$ cat src/rtl/cpu_opponent_input_gen_pkg.sv
// -----------------------------------------------------------------------------
// cpu_opponent_input_gen_pkg
// Shared definitions for the CPU opponent input generator.
//   - PLAYER_WIDTH   : sprite width in pixels, used to find the gap between
//                      the two fighters.
//   - S_IDLE..S_BLOCKSTUN : 4-bit player controller state codes, identical to
//                      the encoding used by both gameplay controllers.
//   - ai_state_t     : decision FSM encoding, also exported on ai_mode.
//   - is_free / is_opp_attack : state classification helpers.
// -----------------------------------------------------------------------------
package cpu_opponent_input_gen_pkg;

    localparam int PLAYER_WIDTH = 64;

    localparam logic [3:0] S_IDLE             = 4'd0;
    localparam logic [3:0] S_FORWARD          = 4'd1;
    localparam logic [3:0] S_BACKWARD         = 4'd2;
    localparam logic [3:0] S_IATTACK_START    = 4'd3;
    localparam logic [3:0] S_IATTACK_ACTIVE   = 4'd4;
    localparam logic [3:0] S_IATTACK_RECOVERY = 4'd5;
    localparam logic [3:0] S_DATTACK_START    = 4'd6;
    localparam logic [3:0] S_DATTACK_ACTIVE   = 4'd7;
    localparam logic [3:0] S_DATTACK_RECOVERY = 4'd8;
    localparam logic [3:0] S_HITSTUN          = 4'd9;
    localparam logic [3:0] S_BLOCKSTUN        = 4'd10;

    typedef enum logic [2:0] {
        S_THINK    = 3'd0,
        S_APPROACH = 3'd1,
        S_RETREAT  = 3'd2,
        S_BLOCK    = 3'd3,
        S_ATTACK   = 3'd4,
        S_ACK      = 3'd5,
        S_RECOVER  = 3'd6
    } ai_state_t;

    // A player can take new directional/attack input only while idle or walking.
    function automatic logic is_free(input logic [3:0] st);
        return (st == S_IDLE) || (st == S_FORWARD) || (st == S_BACKWARD);
    endfunction

    // Start-up and active frames of either attack are the ones worth blocking.
    function automatic logic is_opp_attack(input logic [3:0] st);
        return (st == S_IATTACK_START) || (st == S_IATTACK_ACTIVE) ||
               (st == S_DATTACK_START) || (st == S_DATTACK_ACTIVE);
    endfunction

endpackage

$ cat src/rtl/cpu_opponent_input_gen_lfsr8.sv
// -----------------------------------------------------------------------------
// lfsr8
// 8-bit Fibonacci LFSR, polynomial x^8 + x^6 + x^5 + x^4 + 1 (maximal length,
// so a nonzero seed never reaches the all-zero lock-up state).
// Ports:
//   clk_60Hz : frame clock
//   reset    : synchronous active-high, loads SEED
//   q[7:0]   : current LFSR value, advances every frame
// -----------------------------------------------------------------------------
module lfsr8 #(
    parameter logic [7:0] SEED = 8'hA5
) (
    input  logic       clk_60Hz,
    input  logic       reset,
    output logic [7:0] q
);

    logic [7:0] r_q;
    logic       w_fb;

    // Taps 8,6,5,4 map to bits 7,5,4,3 of the left-shifting register.
    assign w_fb = r_q[7] ^ r_q[5] ^ r_q[4] ^ r_q[3];
    assign q    = r_q;

    // Shift register: seeded in reset, otherwise advances once per frame.
    always_ff @(posedge clk_60Hz) begin
        if (reset) begin
            r_q <= SEED;
        end else begin
            r_q <= {r_q[6:0], w_fb};
        end
    end

endmodule

$ cat src/rtl/cpu_opponent_input_gen.sv
// -----------------------------------------------------------------------------
// cpu_opponent_input_gen
// Computer-controlled input source for the player-2 slot. Watches both
// fighters and, after a jittered reaction delay, chooses to approach, retreat,
// block or attack, driving the same lines a human pad would.
// Ports:
//   clk_60Hz   : frame clock shared with the gameplay controllers
//   reset      : synchronous active-high reset
//   enable     : CPU control active; 0 forces all outputs low
//   self_pos_x : P2 x position (left edge), px
//   self_state : P2 controller state
//   opp_pos_x  : P1 x position (left edge), px
//   opp_state  : P1 controller state
//   in_left    : registered forward press for P2
//   in_right   : registered backward/block press for P2
//   attack     : registered attack press (single-frame pulse)
//   ai_mode    : current decision FSM state, debug only
// -----------------------------------------------------------------------------
module cpu_opponent_input_gen
    import cpu_opponent_input_gen_pkg::*;
#(
    parameter int         ATTACK_RANGE = 20,
    parameter int         THREAT_RANGE = 40,
    parameter int         REACT_FRAMES = 6,
    parameter int         MOVE_FRAMES  = 10,
    parameter int         BLOCK_FRAMES = 18,
    parameter int         ACK_TIMEOUT  = 4,
    parameter logic [7:0] LFSR_SEED    = 8'hA5
) (
    input  logic       clk_60Hz,
    input  logic       reset,
    input  logic       enable,
    input  logic [9:0] self_pos_x,
    input  logic [3:0] self_state,
    input  logic [9:0] opp_pos_x,
    input  logic [3:0] opp_state,
    output logic       in_left,
    output logic       in_right,
    output logic       attack,
    output logic [2:0] ai_mode
);

    localparam logic [10:0] L_ATTACK_RANGE = 11'(ATTACK_RANGE);
    localparam logic [10:0] L_THREAT_RANGE = 11'(THREAT_RANGE);
    localparam logic [10:0] L_PLAYER_WIDTH = 11'(PLAYER_WIDTH);
    localparam logic [7:0]  L_REACT        = 8'(REACT_FRAMES);
    localparam logic [7:0]  L_MOVE_LAST    = 8'(MOVE_FRAMES - 1);
    localparam logic [7:0]  L_BLOCK_LAST   = 8'(BLOCK_FRAMES - 1);
    localparam logic [7:0]  L_ACK_LAST     = 8'(ACK_TIMEOUT - 1);
    localparam logic [7:0]  L_RESET_CNT    = 8'(REACT_FRAMES) + {6'd0, LFSR_SEED[1:0]};

    logic [7:0]  w_lfsr;
    logic        w_unused_lfsr_hi;
    logic [10:0] w_self_x;
    logic [10:0] w_opp_right;
    logic [10:0] w_gap;
    logic        w_self_free;
    logic        w_threat;
    logic [7:0]  w_jitter_cnt;

    ai_state_t   r_state;
    ai_state_t   w_state_next;
    logic [7:0]  r_cnt;
    logic [7:0]  w_cnt_next;
    logic        r_in_left;
    logic        r_in_right;
    logic        r_attack;
    logic        w_in_left_next;
    logic        w_in_right_next;
    logic        w_attack_next;

    lfsr8 #(
        .SEED (LFSR_SEED)
    ) u_lfsr (
        .clk_60Hz (clk_60Hz),
        .reset    (reset),
        .q        (w_lfsr)
    );

    // Only the low nibble drives decisions; the upper bits just feed the shift.
    assign w_unused_lfsr_hi = ^w_lfsr[7:4];

    // Gap between P1's right edge and P2's left edge, clamped at 0 on overlap.
    assign w_self_x     = {1'b0, self_pos_x};
    assign w_opp_right  = {1'b0, opp_pos_x} + L_PLAYER_WIDTH;
    assign w_gap        = (w_self_x < w_opp_right) ? 11'd0 : (w_self_x - w_opp_right);

    assign w_self_free  = is_free(self_state);
    assign w_threat     = is_opp_attack(opp_state) && (w_gap <= L_THREAT_RANGE);

    // Reaction delay reloaded whenever the FSM returns to thinking.
    assign w_jitter_cnt = L_REACT + {6'd0, w_lfsr[1:0]};

    assign in_left  = r_in_left;
    assign in_right = r_in_right;
    assign attack   = r_attack;
    assign ai_mode  = r_state;

    // Next-state, counter and output-press decode for the decision FSM.
    always_comb begin
        w_state_next    = r_state;
        w_cnt_next      = r_cnt;
        w_in_left_next  = 1'b0;
        w_in_right_next = 1'b0;
        w_attack_next   = 1'b0;

        if (!enable) begin
            w_state_next = S_THINK;
            w_cnt_next   = w_jitter_cnt;
        end else begin
            case (r_state)
                S_THINK: begin
                    if (r_cnt != 8'd0) begin
                        w_cnt_next = r_cnt - 8'd1;
                    end else if (!w_self_free) begin
                        // Busy: keep the delay spent and re-evaluate next frame.
                        w_state_next = S_THINK;
                        w_cnt_next   = 8'd0;
                    end else if (w_threat) begin
                        w_state_next    = S_BLOCK;
                        w_in_right_next = 1'b1;
                        w_cnt_next      = L_BLOCK_LAST;
                    end else if (w_gap <= L_ATTACK_RANGE) begin
                        w_state_next   = S_ATTACK;
                        w_attack_next  = 1'b1;
                        w_in_left_next = w_lfsr[0];
                    end else if (w_lfsr[3:0] == 4'd0) begin
                        w_state_next    = S_RETREAT;
                        w_in_right_next = 1'b1;
                        w_cnt_next      = L_MOVE_LAST;
                    end else begin
                        w_state_next   = S_APPROACH;
                        w_in_left_next = 1'b1;
                        w_cnt_next     = L_MOVE_LAST;
                    end
                end
                S_APPROACH: begin
                    if ((w_gap <= L_ATTACK_RANGE) || (r_cnt == 8'd0) || !w_self_free) begin
                        w_state_next = S_THINK;
                        w_cnt_next   = w_jitter_cnt;
                    end else begin
                        w_in_left_next = 1'b1;
                        w_cnt_next     = r_cnt - 8'd1;
                    end
                end
                S_RETREAT: begin
                    if ((r_cnt == 8'd0) || !w_self_free) begin
                        w_state_next = S_THINK;
                        w_cnt_next   = w_jitter_cnt;
                    end else begin
                        w_in_right_next = 1'b1;
                        w_cnt_next      = r_cnt - 8'd1;
                    end
                end
                S_BLOCK: begin
                    if ((self_state == S_HITSTUN) || (self_state == S_BLOCKSTUN)) begin
                        w_state_next = S_RECOVER;
                    end else if (r_cnt == 8'd0) begin
                        w_state_next = S_THINK;
                        w_cnt_next   = w_jitter_cnt;
                    end else begin
                        w_in_right_next = 1'b1;
                        w_cnt_next      = r_cnt - 8'd1;
                    end
                end
                S_ATTACK: begin
                    // Press lasts one frame; then watch for the controller to react.
                    w_state_next = S_ACK;
                    w_cnt_next   = L_ACK_LAST;
                end
                S_ACK: begin
                    if (!w_self_free) begin
                        w_state_next = S_RECOVER;
                    end else if (r_cnt == 8'd0) begin
                        w_state_next = S_THINK;
                        w_cnt_next   = w_jitter_cnt;
                    end else begin
                        w_cnt_next = r_cnt - 8'd1;
                    end
                end
                S_RECOVER: begin
                    if (self_state == S_IDLE) begin
                        w_state_next = S_THINK;
                        w_cnt_next   = w_jitter_cnt;
                    end else begin
                        w_state_next = S_RECOVER;
                    end
                end
                default: begin
                    w_state_next = S_THINK;
                    w_cnt_next   = w_jitter_cnt;
                end
            endcase
        end
    end

    // State, reaction counter and registered pad outputs.
    always_ff @(posedge clk_60Hz) begin
        if (reset) begin
            r_state    <= S_THINK;
            r_cnt      <= L_RESET_CNT;
            r_in_left  <= 1'b0;
            r_in_right <= 1'b0;
            r_attack   <= 1'b0;
        end else begin
            r_state    <= w_state_next;
            r_cnt      <= w_cnt_next;
            r_in_left  <= w_in_left_next;
            r_in_right <= w_in_right_next;
            r_attack   <= w_attack_next;
        end
    end

endmodule

$ cat config.mk
export PLATFORM = sky130hd
export DESIGN_NAME = cpu_opponent_input_gen
export DESIGN_NICKNAME = d
export VERILOG_FILES = /design/src/rtl/cpu_opponent_input_gen_pkg.sv /design/src/rtl/cpu_opponent_input_gen_lfsr8.sv /design/src/rtl/cpu_opponent_input_gen.sv
export SDC_FILE = /design/constraint.sdc
export NUM_CORES = 1
export LEC_CHECK = 0
export CAP_MARGIN = 20
export CORE_UTILIZATION = 54
export CTS_CLUSTER_SIZE = 25
export DETAILED_ROUTE_END_ITERATION = 8
export GPL_TIMING_DRIVEN = 0
export PLACE_DENSITY = 0.8
export SYNTH_ARGS = -nofsm -noshare
export SYNTH_HDL_FRONTEND = slang
export SYNTH_HIERARCHICAL = 1
export SYNTH_SLANG_ARGS = --single-unit
$ cat constraint.sdc
create_clock -name clk_60Hz -period 3.6 [get_ports clk_60Hz]
set_input_delay 0.36 -clock clk_60Hz [delete_from_list [all_inputs] [get_ports clk_60Hz]]
set_output_delay 0.36 -clock clk_60Hz [all_outputs]
set_load 0.005 [all_outputs]
Word level (Yosys, flattened, before mapping)
Cells that the tools add are included.
{"block": "word_totals", "regBits": 22, "output_inout_bits": 6, "input_bits": 31}
{"block": "op_classes", "n_eq_ne": 21, "n_lt_le_gt_ge": 3, "n_addsub": 4, "bitwise": 6, "mux": 42, "reduce_logical": 20}
{"op": "$mux 8", "n": 11}
{"op": "$pmux 8 s7", "n": 1}
{"op": "$mux 3", "n": 10}
{"op": "$pmux 3 s7", "n": 1}
{"op": "$mux 1", "n": 15}
{"op": "$eq 4x3->1 const B", "n": 3}
{"op": "$add 10x7->11 const B", "n": 1}
{"op": "$le 11x5->1 const B", "n": 1}
{"op": "$le 11x6->1 const B", "n": 1}
{"op": "$lt 10x11->1", "n": 1}
{"op": "$mux 11", "n": 1}
{"op": "$sub 10x11->11", "n": 1}
{"op": "$eq 3x3->1 const B", "n": 3}
{"op": "$logic_or 1x1->1", "n": 9}
{"op": "$ne 3x3->1 const B", "n": 3}
{"op": "$eq 4x2->1 const B", "n": 2}
{"op": "$eq 4x4->1 const B", "n": 2}
{"op": "$logic_not 4->1", "n": 2}
{"op": "$logic_not 8->1", "n": 1}
{"op": "$reduce_bool 8->1", "n": 1}
{"op": "$sub 8x1->8 const B", "n": 1}
{"op": "$eq 3x2->1 const B", "n": 2}
{"op": "$ne 2x2->1 const B", "n": 3}
{"op": "$ne 6x6->1 const B", "n": 1}
{"op": "other kinds (15)", "n": 19}

Longest topological paths before layout
Gate-level depths: netlist of the first run.
{"block": "logic_depth", "depth_word": 10, "ltp_mapped": 15}

Cells and area by module
The synthesis of the first run kept the hierarchy.
{"module": "cpu_opponent_input_gen", "cells_each": 271, "seq_area_each_um2": 280.3, "instances": 1, "area_each_um2": 1954.4}
{"module": "lfsr8", "cells_each": 19, "seq_area_each_um2": 160.2, "instances": 1, "area_each_um2": 236.5}

Worst setup path before layout of the first run
OpenSTA, ideal clock, no wires.
{"block": "synth_timing", "path_type": "input port to flip-flop", "start": "input opp_pos_x[6]", "end": "register r_cnt[1]", "setup_ns": 0.122, "path_buffers": 3, "cell_stages": 13, "t_required_ns": 3.478, "arrival_ns": 2.839, "slack_ns": 0.640, "path_cell_list": "ha_1 > inv_1 > ha_1 > buf_2 > a311oi_1 > o221ai_1 > a211oi_1 > and4b_1 > buf_2 > a21oi_4 > o22ai_2 > buf_4 > a221o_1"}
{"block": "synth_between", "elab_chain_cells": 10}
{"element": "start, declared", "line": "cpu_opponent_input_gen.sv:35", "text": "input logic [9:0] opp_pos_x,"}
{"element": "$add 10x7->11 (*)", "line": "cpu_opponent_input_gen.sv:85", "text": "assign w_opp_right = {1'b0, opp_pos_x} + L_PLAYER_WIDTH;"}
{"element": "$sub 10x11->11 / $lt 10x11->1 (equally long branches)", "line": "cpu_opponent_input_gen.sv:86", "text": "assign w_gap = (w_self_x < w_opp_right) ? 11'd0 : (w_self_x - w_opp_right);"}
{"element": "$mux 11 (*)", "line": "cpu_opponent_input_gen.sv:86"}
{"element": "$le 11x6->1", "line": "cpu_opponent_input_gen.sv:89", "text": "assign w_threat = is_opp_attack(opp_state) && (w_gap <= L_THREAT_RANGE);"}
{"element": "$logic_and 1x1->1", "line": "cpu_opponent_input_gen.sv:89"}
{"element": "$mux 8", "line": "cpu_opponent_input_gen.sv:119", "text": "end else if (w_threat) begin"}
{"element": "$mux 8", "line": "cpu_opponent_input_gen.sv:115", "text": "end else if (!w_self_free) begin"}
{"element": "$mux 8", "line": "cpu_opponent_input_gen.sv:113", "text": "if (r_cnt != 8'd0) begin"}
{"element": "$pmux 8 s7", "line": "cpu_opponent_input_gen.sv:111", "text": "case (r_state)"}
{"element": "$mux 8", "line": "cpu_opponent_input_gen.sv:107", "text": "if (!enable) begin"}
{"element": "end signal, assigned", "line": "cpu_opponent_input_gen.sv:207", "text": "r_cnt <= w_cnt_next;"}
{"element": "end, declared", "line": "cpu_opponent_input_gen.sv:63", "text": "logic [7:0] r_cnt;"}
Every way passes the cells marked *; elsewhere a longest branch is shown, timed or not.
A chain may end at the register's enable or synchronous reset.

Final worst setup path of the first run
{"block": "layout_timing", "start": "input self_pos_x[0]", "end": "register r_cnt[1]"}
{"block": "layout_between", "elab_chain_cells": 9}
{"element": "start, declared", "line": "cpu_opponent_input_gen.sv:33", "text": "input logic [9:0] self_pos_x,"}
{"element": "$sub 10x11->11 / $lt 10x11->1 (equally long branches)", "line": "cpu_opponent_input_gen.sv:86"}
{"element": "$mux 11 (*)", "line": "cpu_opponent_input_gen.sv:86"}
{"element": "$le 11x6->1", "line": "cpu_opponent_input_gen.sv:89"}
{"element": "$logic_and 1x1->1", "line": "cpu_opponent_input_gen.sv:89"}
{"element": "$mux 8", "line": "cpu_opponent_input_gen.sv:119"}
{"element": "$mux 8", "line": "cpu_opponent_input_gen.sv:115"}
{"element": "$mux 8", "line": "cpu_opponent_input_gen.sv:113"}
{"element": "$pmux 8 s7", "line": "cpu_opponent_input_gen.sv:111"}
{"element": "$mux 8", "line": "cpu_opponent_input_gen.sv:107"}
Marks and branches as above.

==> metrics.txt, run 1 <==
H-tree depth=1; Initial Utilization=58.1%; EDFF count, synth=0; worst hold path type=flop to flop; Critical path destination=r_cnt[1]; Worst Reg-to-Reg Cells=11; # IOs=37; CP arrival=3.56 ns; r2r startpoint=r_cnt[0]; clock buffer depth=2; synth unique cells=60; combinational share of power=35.0%; GRT Overall Usage=27.6%; CTS resizes=0; vias in the first global route=2165; CP Class=input pin to flop; HPWL Detailed=4160 um; core area=3770 sq um; NumNets Final=375; Reg clk slew, reported paths=0.08 ns; Worst Setup SP=self_pos_x[0]; Worst R2R End=r_cnt[4]; Leak=1.04 nW; outcome=completed; die area=4320 sq um; setup repair bufs after CTS=0; Residual DRC=0; FP Rows=22; global-route wire length before repair=9470 um; vias per cell=6.19; final period demand of the worst path=3.40 ns; crit end category=flop; worst slack on hold paths=0.416 ns; Vias=2338; DR WL/cell=14.6 um; Num Clock Sinks=22; CTS Buf Count=3; switching power total=0.246 mW; area of the multi-input gates=1640 sq um; Starting DRT DRC Count=295; antenna cell count=0; highest clock rate=294 MHz; Reg power frac=35.1%; most common cell after layout, fill and taps aside=clkdlybuf4s50_1; Clock Skew=0.00222 ns; grt total ovfl=0; worst skew pair latency=0.26 ns; Syn-to-layout area delta=22.7%; max-slew violations=0; Root Driver=clkbuf_8; Int Power=0.533 mW; fill count=340; Design Power=0.779 mW; final WL=5510 um; register area=440 sq um; clock group share of total power=29.8%; Critical Path Fanout Max=10; Chip Height=65.7 um; number of port buffers=36; # hold bufs at CTS=0; layout cells sized above 1=8.48%; Synth Flop Type=dfxtp_1; r2r setup slk=0.41 ns; Synth Area per Inst=7.55 sq um; CTS tree=built; sw frac=31.6%; Routed Antenna Nets=0; power density cells=290 nW/um^2; RSZ-0062 raised after global routing=no; synth warn=6; Finish-stage setup viols=0; worst-margin pin slew=0.820 ns; antenna violations before repair=0; register area share after synthesis=20.1%; GPL Wtd Cong=0.920; drt pass-1 iters=4; IR drop worst, VDD=0.000156 V; post-route clock period utilization=94.5%; CP startpoint kind=input pin; largest net degree at the start of global routing=14; post-synth design cell area=2190 sq um; WP data required=3.76 ns; worst rel slew slack=44.8%; most frequent cells in the layout=36 x clkdlybuf4s50_1, 23 x a21oi_1, 22 x nand2_1, 22 x o21ai_0, 22 x dfxtp_1; Max Cap Viol=0; Hold Vio Cnt, Final=0; cells after synthesis=290; Syn Nets=334; FFs w/ async S/R, synth=0%; Die Wd=65.7 um; Yosys reg bits=22
## kinds of logic (layout without fill, tap and decap cells)
group,after synthesis,count (layout),synth area share (%)
buffers and inverters,28,68,5.48
multiplexers,1,1,0.457
AND/OR/NAND/NOR,97,97,23.7
AO/OA/AOI/OAI,114,114,36.5
adder cells (fa/ha/maj),13,13,7.77
XOR/XNOR,15,15,6.00
flip-flops,22,22,20.1
## cell type report
cell class              instances  share of cell area, %
inverters                      14                   1.95
clock buffers                   3                   1.54
well taps                      48                   2.23
clock inverters                 1                   1.12
multi-input cells             240                   60.9
repair buffers                 36                   13.4
flip-flops and latches         22                   16.4
plain buffers                  14                   2.51
## per-layer routing
layer / GRT usage, % / up-vias / part of all wire, %
met5: 0 / - / 0
li1: - / 1169 / -
met4: 12.0 / 0 / 3.1
met2: 46.8 / 100 / 46
met3: 4.34 / 21 / 6.9
met1: 34.1 / 1048 / 44
## worst max-delay path: stages
cell and delay [ns]:
clkdlybuf4s50_1 0.45, inv_1 0.04, ha_1 0.21, fa_1 0.41
nor2b_1 0.22, o21a_1 0.22, o221ai_1 0.15, a211oi_1 0.25
and4b_1 0.21, buf_2 0.16, a21oi_4 0.22, o22ai_2 0.12
buf_4 0.19, a221o_1 0.34
## power by group through the flow
stage / sequential [mW] / combinational, mW / clock, mW
finish: 0.274 / 0.273 / 0.233
CTS: 0.273 / 0.268 / 0.237
global placement: 0.279 / 0.259 / 0
global route: 0.277 / 0.305 / 0.249
floorplan: 0.274 / 0.190 / 0
detailed placement: 0.279 / 0.265 / 0
## cell usage after synthesis (7+ instances only)
library cell	instances	share of area [%]
a21oi_1	23	5.3
nand2b_1	9	2.6
ha_1	12	6.9
nand3_1	8	1.8
dfxtp_1	22	20
nor2_1	18	3.1
xnor2_1	9	3.6
o21a_1	8	2.7
nor2b_1	10	2.9
nand2_1	22	3.8
nor3_1	7	1.6
inv_1	14	2.4
o21ai_0	23	5.3
a31oi_1	8	2.3
clkbuf_1	8	1.4
## flip-flops by register name, indices dropped and copies added, names as in the netlist
register,flops
r_cnt,8
u_lfsr/q,8
ai_mode,3
attack,1
in_left,1
in_right,1
## metrics by stage
| step | cells | area [sq um] | util, % | worst slack (ns) | setup TNS, ns |
|---|---|---|---|---|---|
| after floorplan | 290 | 2190 | - | 0.640 | 0 |
| after global placement | 374 | 2610 | 69.2 | -0.0529 | -0.106 |
| after detailed placement | 374 | 2610 | 69.2 | -0.0838 | -0.256 |
| after CTS | 378 | 2680 | 71.1 | 0.198 | 0 |
| after global routing | 378 | 2690 | 71.3 | 0.0381 | 0 |
| final | 378 | 2690 | 71.3 | 0.197 | 0 |
## worst min path at each step
stage | to | depth (start not counted) | from
floorplan | u_lfsr/q[7] | 1 | u_lfsr/q[6]
global placement | u_lfsr/q[7] | 1 | u_lfsr/q[6]
detailed placement | u_lfsr/q[7] | 1 | u_lfsr/q[6]
CTS | u_lfsr/q[7] | 1 | u_lfsr/q[6]
global route | u_lfsr/q[7] | 1 | u_lfsr/q[6]
finish | u_lfsr/q[7] | 1 | u_lfsr/q[6]
Note: power is estimated with default switching activity, not from simulation.
==> inputs of run 2 (changes only) <==
--- a/config.mk
+++ b/config.mk
@@ -6,6 +6,7 @@
 export NUM_CORES = 1
 export LEC_CHECK = 0
 export CAP_MARGIN = 20
+export CORE_MARGIN = 1
 export CORE_UTILIZATION = 54
 export CTS_CLUSTER_SIZE = 25
 export DETAILED_ROUTE_END_ITERATION = 8
==> results of run 2 <==
Final layout, timing and power as in run 1 (identical DEF).
==> inputs of run 3 (changes only) <==
--- a/config.mk
+++ b/config.mk
@@ -6,8 +6,11 @@
 export NUM_CORES = 1
 export LEC_CHECK = 0
 export CAP_MARGIN = 20
+export CELL_PAD_IN_SITES_DETAIL_PLACEMENT = 2
+export CELL_PAD_IN_SITES_GLOBAL_PLACEMENT = 2
 export CORE_MARGIN = 1
-export CORE_UTILIZATION = 54
+export CORE_UTILIZATION = 31
+export CTS_CLUSTER_DIAMETER = 200
 export CTS_CLUSTER_SIZE = 25
 export DETAILED_ROUTE_END_ITERATION = 8
 export GPL_TIMING_DRIVEN = 0
==> metrics.txt, run 3 (same netlist as run 1, synthesis figures left out) <==
Num Clock Sinks=22; Root Driver=clkbuf_8; Residual DRC=0; Routed Antenna Nets=0; worst rel slew slack=35.8%; vias in the first global route=2539; max-slew violations=0; Reg clk slew, reported paths=0.10 ns; Hold Vio Cnt, Final=0; CP startpoint kind=input pin; CTS Buf Count=3; drt pass-1 iters=5; CP arrival=3.55 ns; area of the multi-input gates=1650 sq um; Chip Height=86.1 um; worst hold path type=flop to flop; H-tree depth=1; CP max-delay cell=clkdlybuf4s50_1; # IOs=37; number of port buffers=36; antenna cell count=0; IR drop worst, VDD=0.000111 V; Final Cell Area=2760 sq um; Finish-stage setup viols=0; global-route wire length before repair=12100 um; core area=6790 sq um; Design Power=0.808 mW; Placed Area=2670 sq um; HPWL Detailed=5780 um; RSZ-0062 raised after global routing=no; pre-CTS setup slack=-0.177 ns; GPL Wtd Cong=0.816; final setup margin=0.227 ns; clock buffer depth=2; critical path, cell by cell=clkdlybuf4s50_1 -> inv_1 -> ha_1 -> fa_1 -> nor2b_2 -> o21a_1 -> o221ai_1 -> a211oi_1 -> and4b_1 -> buf_2 -> a21oi_4 -> o22ai_2 -> buf_4 -> a221o_1; worst-margin pin slew=0.955 ns; DR WL/cell=17.2 um; post-route clock period utilization=93.7%; most frequent cells in the layout=36 x clkdlybuf4s50_1, 22 x a21oi_1, 22 x nand2_1, 22 x dfxtp_1, 21 x o21ai_0; Die Wd=86.1 um; Largest stage delay, worst path=0.46 ns; final WL=7330 um; die area=7410 sq um; post-layout util=40.6%; highest clock rate=296 MHz; Starting DRT DRC Count=86; Syn-to-layout area delta=26.0%; sum of negative setup slack=0 ns; grt total ovfl=0; fill count=805; Initial Utilization=32.2%; final period demand of the worst path=3.37 ns; Max Cap Viol=0; NumNets Final=375; antenna violations before repair=0; layout cells sized above 1=9.39%; WP data required=3.78 ns; worst skew pair latency=0.28 ns; CTS tree=built; largest net degree at the start of global routing=14; crit end category=flop; outcome=completed; CP Class=input pin to flop; FP Rows=30; register area=440 sq um; Critical Path Fanout Max=10; GRT Overall Usage=20.4%; Clock Skew=0.00492 ns; vias per cell=5.66; Leak=1.04 nW; power density cells=293 nW/um^2; Vias=2412; most common cell after layout, fill and taps aside=clkdlybuf4s50_1
==> run 3: cell count changes in the layout (fill, tap and decap cells not counted) <==
cell	change
o21ai_0	-1
a21oi_1	-1
a211oi_2	+1
a211oi_1	-1
o21ai_1	+1
nor2b_1	-1
nor2b_2	+1
a21oi_2	+1
==> run 3: final cells by class <==
class                      count  area share [%]
multi-input combinational    240            59.7
sequential                    22            16.0
timing repair buffer          36            13.1
tap                           96            4.35
buffer                        14            2.45
inverter                      14            1.90
clock buffer                   3            1.50
clock inverter                 1            1.09
==> run 3: repair_timing <==
| item | in CTS | in global routing |
|---|---|---|
| setup buffers | 0 | 0 |
| gates resized for setup | 0 | 6 |
| hold buffers | 0 | 0 |
| endpoints found under the setup margin | 0 | 8 |
==> run 3: critical path: cells and delay by family <==
kind | cells | cell delay, ns
AND/OR/NAND/NOR | 2 | 0.41
adder cells (fa/ha/maj) | 2 | 0.64
AO/OA/AOI/OAI | 6 | 1.27
buffers and inverters | 4 | 0.86
==> run 3: power breakdown <==
group / switching, mW / internal, mW
Clock: 0.0994 / 0.149
Sequential: 0.0164 / 0.258
Combinational: 0.157 / 0.128
==> run 3: metrics by stage <==
step	instances	hold WS (ns)
after floorplan	290	0.389
after global placement	422	0.392
after detailed placement	422	0.407
after CTS	426	0.429
after global routing	426	0.445
final	426	0.422
==> run 3: per-layer routing <==
layer  part of all wire, %  up-vias  routed length (um)  global-route usage, %
met1                    43     1182                3150                   23.5
met3                   2.5        9                 184                   1.35
met5                     0        -                   0                      0
met4                   1.4        0                 102                   5.45
met2                    53       49                3880                   40.0
li1                      -     1172                   -                      -
==> run 3: worst paths after layout <==
check,startpoint,end,slack [ns],cells after the start
max,self_pos_x[0],r_cnt[1],0.23,14
min,u_lfsr/q[6],u_lfsr/q[7],0.42,1
max reg2reg,r_cnt[0],r_cnt[4],0.25,11
min reg2reg,u_lfsr/q[6],u_lfsr/q[7],0.42,1
